==> config.mk <==
export PLATFORM = sky130hd
export DESIGN_NAME = keypad_decoder
export DESIGN_NICKNAME = d
export VERILOG_FILES = /design/src/rtl/keypad_decoder.sv
export SDC_FILE = /design/constraint.sdc
export NUM_CORES = 1
export LEC_CHECK = 0
export BUFFER_PORTS_ARGS = -buffer_cell sky130_fd_sc_hd__buf_2
export CAP_MARGIN = 20
export CORE_MARGIN = 4
export CORE_UTILIZATION = 52
export DETAILED_ROUTE_END_ITERATION = 8
export PLACE_DENSITY = 0.73
export SYNTH_ARGS = -nofsm -noshare
export SYNTH_HDL_FRONTEND = slang
export SYNTH_SLANG_ARGS = --single-unit
export TNS_END_PERCENT = 20
==> constraint.sdc <==
create_clock -name clk -period 2.2 [get_ports clk]
set_input_delay 0.11 -clock clk [delete_from_list [all_inputs] [get_ports clk]]
set_output_delay 0.11 -clock clk [all_outputs]
set_load 0.02 [all_outputs]
==> src/rtl/keypad_decoder.sv <==
// keypad_decoder
//   Decodes a 4x4 matrix keypad scanned by an external row scanner.
//   A press announced by `change` is captured (rows/cols each one-hot),
//   then it must persist unchanged for CONFIRM_CYCLES consecutive cycles
//   before it is accepted. While the key is held no further key is
//   reported. Release requires RELEASE_CYCLES consecutive cycles of cols==0.
//
// Parameters
//   CONFIRM_CYCLES : cycles a captured pattern must persist (1..63)
//   RELEASE_CYCLES : consecutive cols==0 cycles that declare release (1..63)
//
// Ports
//   clk        in   rising-edge clock
//   reset      in   synchronous, active-low reset
//   rows[3:0]  in   row drive from scanner, active-high
//   cols[3:0]  in   column sense from keypad, active-high
//   change     in   one-cycle strobe marking a new press
//   key_valid  out  one-cycle pulse when a key is accepted
//   key[3:0]   out  hex code of last accepted key
//   digit_new  out  most recent accepted key
//   digit_old  out  previously accepted key
//   err        out  one-cycle pulse after a change with an invalid pattern
//
// Build option
//   KEYPAD_DECODER_ERR_EN : when defined, err is driven; otherwise err is 0.

module keypad_decoder #(
  parameter int unsigned CONFIRM_CYCLES = 4,
  parameter int unsigned RELEASE_CYCLES = 8
) (
  input  logic       clk,
  input  logic       reset,
  input  logic [3:0] rows,
  input  logic [3:0] cols,
  input  logic       change,
  output logic       key_valid,
  output logic [3:0] key,
  output logic [3:0] digit_new,
  output logic [3:0] digit_old,
  output logic       err
);

  typedef enum logic [1:0] {IDLE, CONFIRM, HOLD} state_t;

  localparam logic [5:0] CONF_LIM = 6'(CONFIRM_CYCLES);
  localparam logic [5:0] REL_LIM  = 6'(RELEASE_CYCLES);

  state_t     state_q, state_d;
  logic [3:0] rows_q, rows_d;
  logic [3:0] cols_q, cols_d;
  logic [5:0] cnt_q, cnt_d;
  logic [5:0] rel_q, rel_d;
  logic       key_valid_q, key_valid_d;
  logic [3:0] key_q, key_d;
  logic [3:0] digit_new_q, digit_new_d;
  logic [3:0] digit_old_q, digit_old_d;

  logic [5:0] cnt_inc;
  logic [5:0] rel_inc;
  logic       pattern_ok;
  logic [3:0] decoded;

  // Captured row/col are one-hot; fold them to 2-bit indices for the table.
  function automatic logic [3:0] decode(input logic [3:0] r, input logic [3:0] c);
    logic [1:0] ri;
    logic [1:0] ci;
    ri = {r[3] | r[2], r[3] | r[1]};
    ci = {c[3] | c[2], c[3] | c[1]};
    case ({ri, ci})
      4'h0: decode = 4'h1;  4'h1: decode = 4'h2;  4'h2: decode = 4'h3;  4'h3: decode = 4'hA;
      4'h4: decode = 4'h4;  4'h5: decode = 4'h5;  4'h6: decode = 4'h6;  4'h7: decode = 4'hB;
      4'h8: decode = 4'h7;  4'h9: decode = 4'h8;  4'hA: decode = 4'h9;  4'hB: decode = 4'hC;
      4'hC: decode = 4'hE;  4'hD: decode = 4'h0;  4'hE: decode = 4'hF;  default: decode = 4'hD;
    endcase
  endfunction

  always_comb begin
    cnt_inc    = (cnt_q == '1) ? cnt_q : cnt_q + 6'd1;
    rel_inc    = (rel_q == '1) ? rel_q : rel_q + 6'd1;
    pattern_ok = $onehot(rows) && $onehot(cols);
    decoded    = decode(rows_q, cols_q);

    state_d     = state_q;
    rows_d      = rows_q;
    cols_d      = cols_q;
    cnt_d       = cnt_q;
    rel_d       = rel_q;
    key_valid_d = 1'b0;
    key_d       = key_q;
    digit_new_d = digit_new_q;
    digit_old_d = digit_old_q;

    case (state_q)
      IDLE: begin
        if (change && pattern_ok) begin
          rows_d  = rows;
          cols_d  = cols;
          cnt_d   = '0;
          state_d = CONFIRM;
        end
      end
      CONFIRM: begin
        if (rows == rows_q && cols == cols_q) begin
          cnt_d = cnt_inc;
          if (cnt_inc >= CONF_LIM) begin
            key_valid_d = 1'b1;
            key_d       = decoded;
            digit_new_d = decoded;
            digit_old_d = digit_new_q;
            rel_d       = '0;
            state_d     = HOLD;
          end
        end else begin
          state_d = IDLE;
        end
      end
      HOLD: begin
        // change is deliberately not examined here, including the exit cycle.
        if (cols == 4'b0000) begin
          rel_d = rel_inc;
          if (rel_inc >= REL_LIM) state_d = IDLE;
        end else begin
          rel_d = '0;
        end
      end
      default: state_d = IDLE;
    endcase
  end

  always_ff @(posedge clk) begin
    if (!reset) begin
      state_q     <= IDLE;
      rows_q      <= '0;
      cols_q      <= '0;
      cnt_q       <= '0;
      rel_q       <= '0;
      key_valid_q <= 1'b0;
      key_q       <= '0;
      digit_new_q <= '0;
      digit_old_q <= '0;
    end else begin
      state_q     <= state_d;
      rows_q      <= rows_d;
      cols_q      <= cols_d;
      cnt_q       <= cnt_d;
      rel_q       <= rel_d;
      key_valid_q <= key_valid_d;
      key_q       <= key_d;
      digit_new_q <= digit_new_d;
      digit_old_q <= digit_old_d;
    end
  end

`ifdef KEYPAD_DECODER_ERR_EN
  logic err_q, err_d;

  always_comb begin
    err_d = (state_q == IDLE) && change && !pattern_ok;
  end

  always_ff @(posedge clk) begin
    if (!reset) err_q <= 1'b0;
    else        err_q <= err_d;
  end

  assign err = err_q;
`else
  assign err = 1'b0;
`endif

  assign key_valid = key_valid_q;
  assign key       = key_q;
  assign digit_new = digit_new_q;
  assign digit_old = digit_old_q;

endmodule

# Word level (Yosys, flattened, before mapping)
# Memory sizes are Yosys's and may differ from the RTL's. A register that Yosys moved wholly into a read port is not among the register bits.
# Index checks and enable logic that the tools add are counted.
dict set report op_classes {
  bitwise_logic 4
  mux 16
  n_mul 0
  eq_ne 14
  div 0
  reduce_logical 14
  n_lt_le_gt_ge 2
  shifts 0
  add_sub_neg 8
}
# op count
set op_table {}
lappend op_table {{6-bit two-way mux} 7}
lappend op_table {{6-bit one-hot mux with 2 select lines} 2}
lappend op_table {{6-bit by 1-bit adder with 6-bit output (second input constant)} 2}
lappend op_table {{6-bit == test (second input constant)} 2}
lappend op_table {{3-bit AND reduction} 4}
lappend op_table {{2-bit two-way mux} 5}
lappend op_table {{2-bit != test (second input constant)} 5}
lappend op_table {{1-bit by 1-bit adder with 2-bit output} 4}
lappend op_table {{4-bit == test} 2}
lappend op_table {{2-bit by 2-bit adder with 3-bit output} 2}
lappend op_table {{3-bit by 1-bit == test with 1-bit output (second input constant)} 2}
lappend op_table {{6-bit by 3-bit >= comparator with 1-bit output (second input constant)} 1}
lappend op_table {{6-bit by 4-bit >= comparator with 1-bit output (second input constant)} 1}
lappend op_table {{2-bit one-hot mux with 3 select lines} 1}
lappend op_table {{4-bit zero test} 1}
lappend op_table {{1-bit bitwise OR} 4}
lappend op_table {{4-bit AND reduction} 1}
lappend op_table {{2-bit nonzero test} 2}
lappend op_table {{1-bit logical AND} 3}
lappend op_table {{3-bit != test (second input constant)} 1}
lappend op_table {{2-bit by 1-bit == test with 1-bit output (second input constant)} 1}
lappend op_table {{2-bit == test (second input constant)} 1}
lappend op_table {{2-bit zero test} 1}
lappend op_table {{2-bit AND reduction} 1}
lappend op_table {{2 further kinds} 2}
dict set report word_totals {
  in_bits 11
  n_memories 1
  latch_bits 0
  output_inout_bits 14
  elab_cells 66
  mem_bits_rw 0
  rom_bits 64
  regBits 27
}
# name words word_bits rd rd_ports_with_merged_regs wr line
set mem_list {}
lappend mem_list {{(name not given)} 16 4 1 1 0 69} ;# case ({ri, ci})

# Depth between registers and ports, before layout
# Gate-level depths: netlist (run 1).
dict set report depth {
  word_depth 7
  mapped_depth 11
  depth_no_buf 10
}

# Worst setup path before layout (run 1)
# Ideal clock, no wire load.
dict set report synth_path {
  path_type {input to register}
  from {input rows[0]}
  to {register cnt_q[4]}
  cell_stages 10
  n_path_buf 1
  required_time_ns 2.079
  path_slack_ns -0.115
  setup_time_ns 0.121
  arrival_time_ns 2.195
  cell_sequence {inv_1 -> fa_1 -> inv_1 -> ha_1 -> ha_1 -> nor4b_1 -> nand4b_1 -> clkbuf_1 -> nand2_1 -> nor3_1}
}
dict set report synth_via {
  elab_chain_len 7
  elab_cells_between_ends 10
  cone_classes {add/sub (2); eq/ne (4); reduce/logical (4)}
}
# item line
set synth_rtl {}
lappend synth_rtl {{start: declaration} 33} ;# input logic [3:0] rows,
lappend synth_rtl {{1-bit by 1-bit adder with 2-bit output (implied by the code)} 80} ;# pattern_ok = $onehot(rows) && $onehot(cols);
lappend synth_rtl {{2-bit by 2-bit adder with 3-bit output (implied by the code)} 80}
lappend synth_rtl {{3-bit by 1-bit == test with 1-bit output} 80}
lappend synth_rtl {{1-bit logical AND} 80}
lappend synth_rtl {{1-bit logical AND} 95} ;# if (change && pattern_ok) begin
lappend synth_rtl {{2-bit != test (no line)} -}
lappend synth_rtl {{3-bit AND reduction (no line) *} -}
lappend synth_rtl {{end signal: assignment} 145} ;# cnt_q <= cnt_d;
lappend synth_rtl {{end: declaration} 51} ;# logic [5:0] cnt_q, cnt_d;
# Mark *: on every way between the ends. The rest lies on a longest branch, timed or not.
# A chain may end at the register's enable or synchronous reset.

# Worst setup path in the final report (run 1)
dict set report layout_path {
  from {input cols[3]}
  to {register rows_q[1]}
}
dict set report layout_via {
  elab_chain_len 6
}
# item line
set layout_rtl {}
lappend layout_rtl {{start: declaration} 34} ;# input logic [3:0] cols,
lappend layout_rtl {{1-bit by 1-bit adder with 2-bit output (implied by the code)} 80}
lappend layout_rtl {{2-bit by 2-bit adder with 3-bit output (implied by the code)} 80}
lappend layout_rtl {{3-bit by 1-bit == test with 1-bit output} 80}
lappend layout_rtl {{1-bit logical AND} 80}
lappend layout_rtl {{1-bit logical AND} 95}
lappend layout_rtl {{2-bit AND reduction (no line)} -}
lappend layout_rtl {{end signal: assignment} 143} ;# rows_q <= rows_d;
lappend layout_rtl {{end: declaration} 49} ;# logic [3:0] rows_q, rows_d;
# No other way between the ends.

==> metrics, run 1 <==
Port Buf Inserts=23; largest driver fanout on the critical path=17; Max clock buf depth=2; minimum period implied by the final worst setup slack=roughly 2 ns; largest vdd supply drop=approximately 0.00042 V; Die Span Y=between 60 and 70 um; number of vias after detailed routing=between 1000 and 1500; flop and latch count out of synthesis=31; Worst Hold Endpoint=rows_q[2]$_SDFFE_PN0P_; count of different cell masters after synthesis=between 40 and 50; total clock buffers created by CTS=5; final instance count without filler cells=approximately 280; via count of the first global-routing pass=~1400; Detailed Routing Iterations Pass 1=4; layout cell share with drive strength beyond 1=a little under a quarter; switch share=25.1%; area grow syn2layout=13.4%; Worst Hold Launch=rows[2]; Clk Latency, worst-skew pair=~0.28 ns; count of inserted antenna diode cells=0; critical-path cell with the highest stage delay=fa_1; Post-CTS Hold Buffers=0; Post-synth ARST share=0%; EDFF count, synth=0; pin count of the biggest net entering global routing=27; cell-internal power=about 850 uW; sum of net half-perimeters after detailed placement=between 2 and 3 mm; number of DRC markers in iteration 0=between 80 and 90; most common cell after layout, fill and taps aside=dfxtp_1; Static Leakage=between 0.001 and 0.0015 uW; Logic pwr share=between 10% and 20%; number of setup violations in the final report=0; Clock power frac=approximately 38%; Antenna Nets Post-Route=0; clock slew seen by the registers of the worst setup and hold paths=0.06 ns; max-capacitance violation count=0; standard-cell row count=21; nets=259; instance count of the mapped netlist=~210; synthesized area per cell=9.03 sq um; Slew Viols, Final=0; post-cts sizing count=0; setup repair after global routing missed its margin=false; Achievable Freq=between 500 and 600 MHz; Register-to-Register Path Depth=7; Crit Reg-Reg Endpoint=digit_old[0]$_SDFFE_PN0P_; most frequent cells in the layout=dfxtp_1, buf_2, nor2b_1, inv_1; Core Region=3440 sq um; WL final=around 3.5 mm; Worst Skew=around 0.0051 ns; CTS root buf=clkbuf_8; Final Worst Setup Slack=~0.25 ns; Sw Pwr=~280 uW; Die X-Extent=around 69 um; Crit Path Category=input port to register; TritonCTS clock tree=yes; Arr. time, crit path=between 2 and 2.5 ns; crit-path max cell delay=~0.52 ns; power per cell area=between 500 and 600 nW/um^2; average wire length per cell after detail routing=12.5 um; antenna violations before repair=0; DR DRC count=0; sum of overflow across all layers after global routing=0; post-layout util=a little over three fifths; Critical Path RT=around 2.4 ns; category of the worst setup path capture point=register; sum of negative setup slack=0 ns; global routing usage summed across all routing layers=16.8%; portion of the post-synthesis area used by sequential elements=between 30% and 40%; CTS H-tree depth=2; Post-Syn Area=1910 sq um; crit start category=input port; number of buffers inserted by post-CTS setup repair=0; Inst Count DP=273; ordered cell list for the critical path=buf_2, inv_2, fa_1, inv_1, ha_2, ha_4, nor4b_2, nand4b_1, buf_4, nor2_1, a21oi_2, nor2b_1; worst hold path cell count=3; Avg Vias per Cell=roughly 5.3; number of primary I/O pins=25; Hold Fails Final Rpt=0; Final Cycle Share=about nine tenths; final weighted congestion of routability-driven global placement=about 0.8; first-pass GRT wire length=between 5 and 6 mm; overall die area=approximately 4700 sq um; worst slack after detailed placement=-0.0506 ns; clk sink count=31; syn_nets=237; warnings from Yosys=0; Seq pwr share=between 50% and 60%; initial core utilization=between 50% and 60%; type of the tightest min-delay check=input port to register; critical register-to-register path startpoint=cnt_q[0]$_SDFFE_PN0P_; result of the run=finished, final reports clean; setup slack of the most critical reg-to-reg path=between 0.4 and 0.5 ns; Top FF cell, synth=dfxtp_1
==> synthesized netlist by cell type, types with 2 or more instances <==
cell type,instances,area [sq um]
mux2i_1,10,100
xor2_1,10,87.6
o22a_1,3,26.3
dfxtp_1,31,621
a21o_1,2,15.0
nand4b_1,2,17.5
ha_1,12,150
o22ai_1,3,18.8
nor2b_1,18,113
and3_1,5,31.3
nand2_1,8,30.0
a21boi_1,3,22.5
a311oi_1,2,17.5
nand2b_1,5,31.3
nand3_1,9,45.0
nor3_1,2,10.0
nor3b_1,2,15.0
nand4_1,2,12.5
mux2_2,3,33.8
fa_1,2,40.0
buf_4,5,37.5
a21oi_2,2,17.5
clkbuf_1,3,11.3
a21oi_1,17,85.1
nor2_1,12,45.0
buf_6,3,33.8
inv_1,14,52.6
==> how the worst max path moves through the flow <==
stage | startpoint | to | slack (ns) | cells after the start
final | cols[3] | rows_q[1]$_SDFFE_PN0P_ | 0.25 | 12
after global routing | rows[0] | rows_q[1]$_SDFFE_PN0P_ | 0.12 | 12
after CTS | cols[3] | rows_q[1]$_SDFFE_PN0P_ | 0.25 | 12
after detailed placement | cols[3] | rows_q[1]$_SDFFE_PN0P_ | -0.05 | 12
after global placement | cols[3] | rows_q[3]$_SDFFE_PN0P_ | 0.02 | 12
after floorplan | cols[1] | cols_q[1]$_SDFFE_PN0P_ | 0.0009 | 10
==> cells by family (layout without fill, tap and decap cells) <==
kind of cell	Yosys count	count (layout)	share of synthesized area, %
XOR/XNOR	11	11	5.03
AO/OA/AOI/OAI	41	41	14.8
adder cells (fa/ha/maj)	14	14	9.93
AND/OR/NAND/NOR	75	75	23.3
flip-flops	31	31	32.4
multiplexers	13	13	6.99
other	1	1	0.196
buffers and inverters	26	49	7.25
==> state kept, by name (all words and copies together) (netlist names) <==
name and flops:
cols_q 4, digit_new 4, rel_q 6, state_q 2, key_valid 1, digit_old 4, cnt_q 6, rows_q 4
==> per-layer routing <==
layer | vias up | routed length [um] | GRT usage [%]
met4 | 0 | 43 | 6.70
met1 | 692 | 1790 | 22.1
met2 | 20 | 1550 | 26.3
li1 | 773 | - | -
met5 | - | 0 | 0
met3 | 5 | 116 | 3.89
==> worst max-delay path: cells and delay by family <==
kind                     cells  cell delay, ns
AO/OA/AOI/OAI                1            0.04
AND/OR/NAND/NOR              4            0.64
buffers and inverters        4            0.42
adder cells (fa/ha/maj)      3            0.94
==> through the flow <==
stage / hold WS, ns / area (sq um) / power, uW
floorplan: 0.245 / 1980 / 681
global placement: 0.425 / 2090 / 715
detailed placement: 0.431 / 2090 / 716
CTS: 0.145 / 2170 / 1150
global route: 0.161 / 2170 / 1180
finish: 0.156 / 2170 / 1130
==> power by group through the flow <==
| stage | logic, uW | clock network, uW | registers, uW |
|---|---|---|---|
| after floorplan | 99.7 | 0 | 582 |
| after global placement | 131 | 0 | 584 |
| after detailed placement | 132 | 0 | 584 |
| after CTS | 133 | 441 | 571 |
| after global routing | 150 | 460 | 571 |
| final | 132 | 428 | 571 |
==> layout make-up <==
cell class                 instances  area (sq um)
clock buffer                       7          76.3
clock inverter                     1          5.00
fill                             304          1270
inverter                          14          52.6
multi-input combinational        155          1210
sequential                        31           621
tap                               46          57.6
timing repair buffer              27           145
Power figures use the tool's default switching activity.
==> inputs of run 2 (changes only) <==
- CELL_PAD_IN_SITES_DETAIL_PLACEMENT: unset -> 0
- CELL_PAD_IN_SITES_GLOBAL_PLACEMENT: unset -> 2
- CORE_UTILIZATION: 52 -> 32
==> run 2 against run 1 <==
Effect of this change: core utilization is 24 points lower; non-clock buffer count is 3 higher; clock-buffer cell count is 1 lower; sequential share of layout area is 0.60 points lower; fmax is 2.2% higher; combinational power hardly changed.
==> metrics, run 2 (synthesized netlist as in run 1, its figures left out) <==
Static Leakage=~0.0010 uW; Antenna Nets Post-Route=0; final weighted congestion of routability-driven global placement=roughly 0.8; initial core utilization=33.9%; Hold Fails Final Rpt=0; nets=~260; routed wl met2=about 1.8 mm; Achievable Freq=approximately 520 MHz; minimum period implied by the final worst setup slack=between 1.5 and 2 ns; M1 WL=around 1.8 mm; antenna violations before repair=0; Max clock buf depth=2; type of the tightest min-delay check=input port to register; crit-path max cell delay=about 0.52 ns; Die X-Extent=roughly 85 um; Post-CTS Hold Buffers=0; standard-cell row count=27; Clk Latency, worst-skew pair=about 0.27 ns; uppermost metal layer occupied by signal nets=met4; registers with the most flip-flops=cnt_q (6), rel_q (6); Die Span Y=85.3 um; Detailed Routing Iterations Pass 1=4; detailed route wirelength on metal3=~96 um; global routing usage summed across all routing layers=between 10 and 15%; sum of overflow across all layers after global routing=0; Critical Path RT=between 2 and 2.5 ns; slew of the pin with the lowest slew margin=0.540 ns; worst slack on hold paths=about 0.15 ns; first-pass GRT wire length=roughly 6.7 mm; Worst Skew=between 0.008 and 0.009 ns; category of the worst setup path capture point=register; Slew Viols, Final=0; Core Region=~5600 sq um; clock slew seen by the registers of the worst setup and hold paths=roughly 0.060 ns; most frequent cells in the layout=dfxtp_1, buf_2, nor2b_1, inv_1; finished layout cell area=around 2200 sq um; Final Cycle Share=86.7%; sum of negative setup slack=0 ns; critical path's top delay family=adder cells; clk sink count=31; WL final=roughly 3.7 mm; CTS H-tree depth=2; overall die area=7280 sq um; Max-Slew Margin vs Limit=63.9%; total clock buffers created by CTS=5; Arr. time, crit path=roughly 2.1 ns; CTS root buf=clkbuf_8; ordered cell list for the critical path=buf_2, inv_2, fa_1, inv_1, ha_2, ha_4, nor4b_2, nand4b_1, buf_4, nor2_1, a21oi_2, nor2b_1; critical-path cell with the highest stage delay=fa_1; crit start category=input port; Crit Path Category=input port to register; area grow syn2layout=15.8%; Port Buf Inserts=23; max-capacitance violation count=0; number of vias after detailed routing=~1500; average wire length per cell after detail routing=between 10 and 15 um; largest vdd supply drop=approximately 0.00024 V; TritonCTS clock tree=yes; combined buffer and inverter count along the critical path=4; layout cell share with drive strength beyond 1=approximately a quarter; post-placement cell area=between 2000 and 2500 sq um; number of DRC markers in iteration 0=20; post-cts sizing count=0; pin count of the biggest net entering global routing=27; power per cell area=501 nW/um^2; number of primary I/O pins=25; Avg Vias per Cell=about 4.8; Overall Power=around 1100 uW; count of inserted antenna diode cells=0; result of the run=finished, final reports clean; number of setup violations in the final report=0; number of buffers inserted by post-CTS setup repair=0; sum of net half-perimeters after detailed placement=about 2.8 mm; most common cell after layout, fill and taps aside=dfxtp_1; DR DRC count=0; setup repair after global routing missed its margin=false; via count of the first global-routing pass=1479; largest driver fanout on the critical path=17
run 2: cell count changes in the layout (fill, tap and decap cells not counted), sizes merged:
cell	delta
buf	+3
clkbuf	-1
clkinv	-1
run 2: routing by layer:
metal,GRT usage (%),up-vias
met5,0,-
met4,4.03,0
met3,2.82,4
met2,19.5,16
met1,13.2,681
li1,-,777
run 2: power by group:
group / total (uW) / switching (uW) / internal [uW]
Sequential: 571 / 5.89 / 565
Clock: 405 / 194 / 210
Combinational: 134 / 71.0 / 63.1
Total: 1110 / 271 / 839
run 2: final cells by class:
type / instances / area [sq um]
Fill cell: 590 / 3420
Timing Repair Buffer: 30 / 168
Inverter: 14 / 52.6
Tap cell: 72 / 90.1
Clock buffer: 6 / 72.6
Sequential cell: 31 / 621
Multi-Input combinational cell: 155 / 1210
run 2: path summary, 6_finish.rpt:
check | start | end | slack, ns | cells past startpoint
worst max register to register | cnt_q[0]$_SDFFE_PN0P_ | digit_new[1]$_SDFFE_PN0P_ | 0.41 | 6
worst min-delay path | rows[2] | rows_q[2]$_SDFFE_PN0P_ | 0.15 | 3
worst min register to register | cnt_q[1]$_SDFFE_PN0P_ | cnt_q[1]$_SDFFE_PN0P_ | 0.48 | 2
worst max-delay path | cols[3] | rows_q[3]$_SDFFE_PN0P_ | 0.29 | 12
run 2: worst min-delay path: stages:
cell and delay, ns:
buf_2 0.12, mux2i_1 0.07, nor2b_1 0.09
run 2: stage by stage:
step                instances  setup slack (ns)  util [%]
floorplan                 212          0.000946         -
global placement          302          -0.00328      38.0
detailed placement        302           -0.0186      38.0
CTS                       308             0.268      39.3
global route              308            0.0848      39.3
finish                    308             0.293      39.3
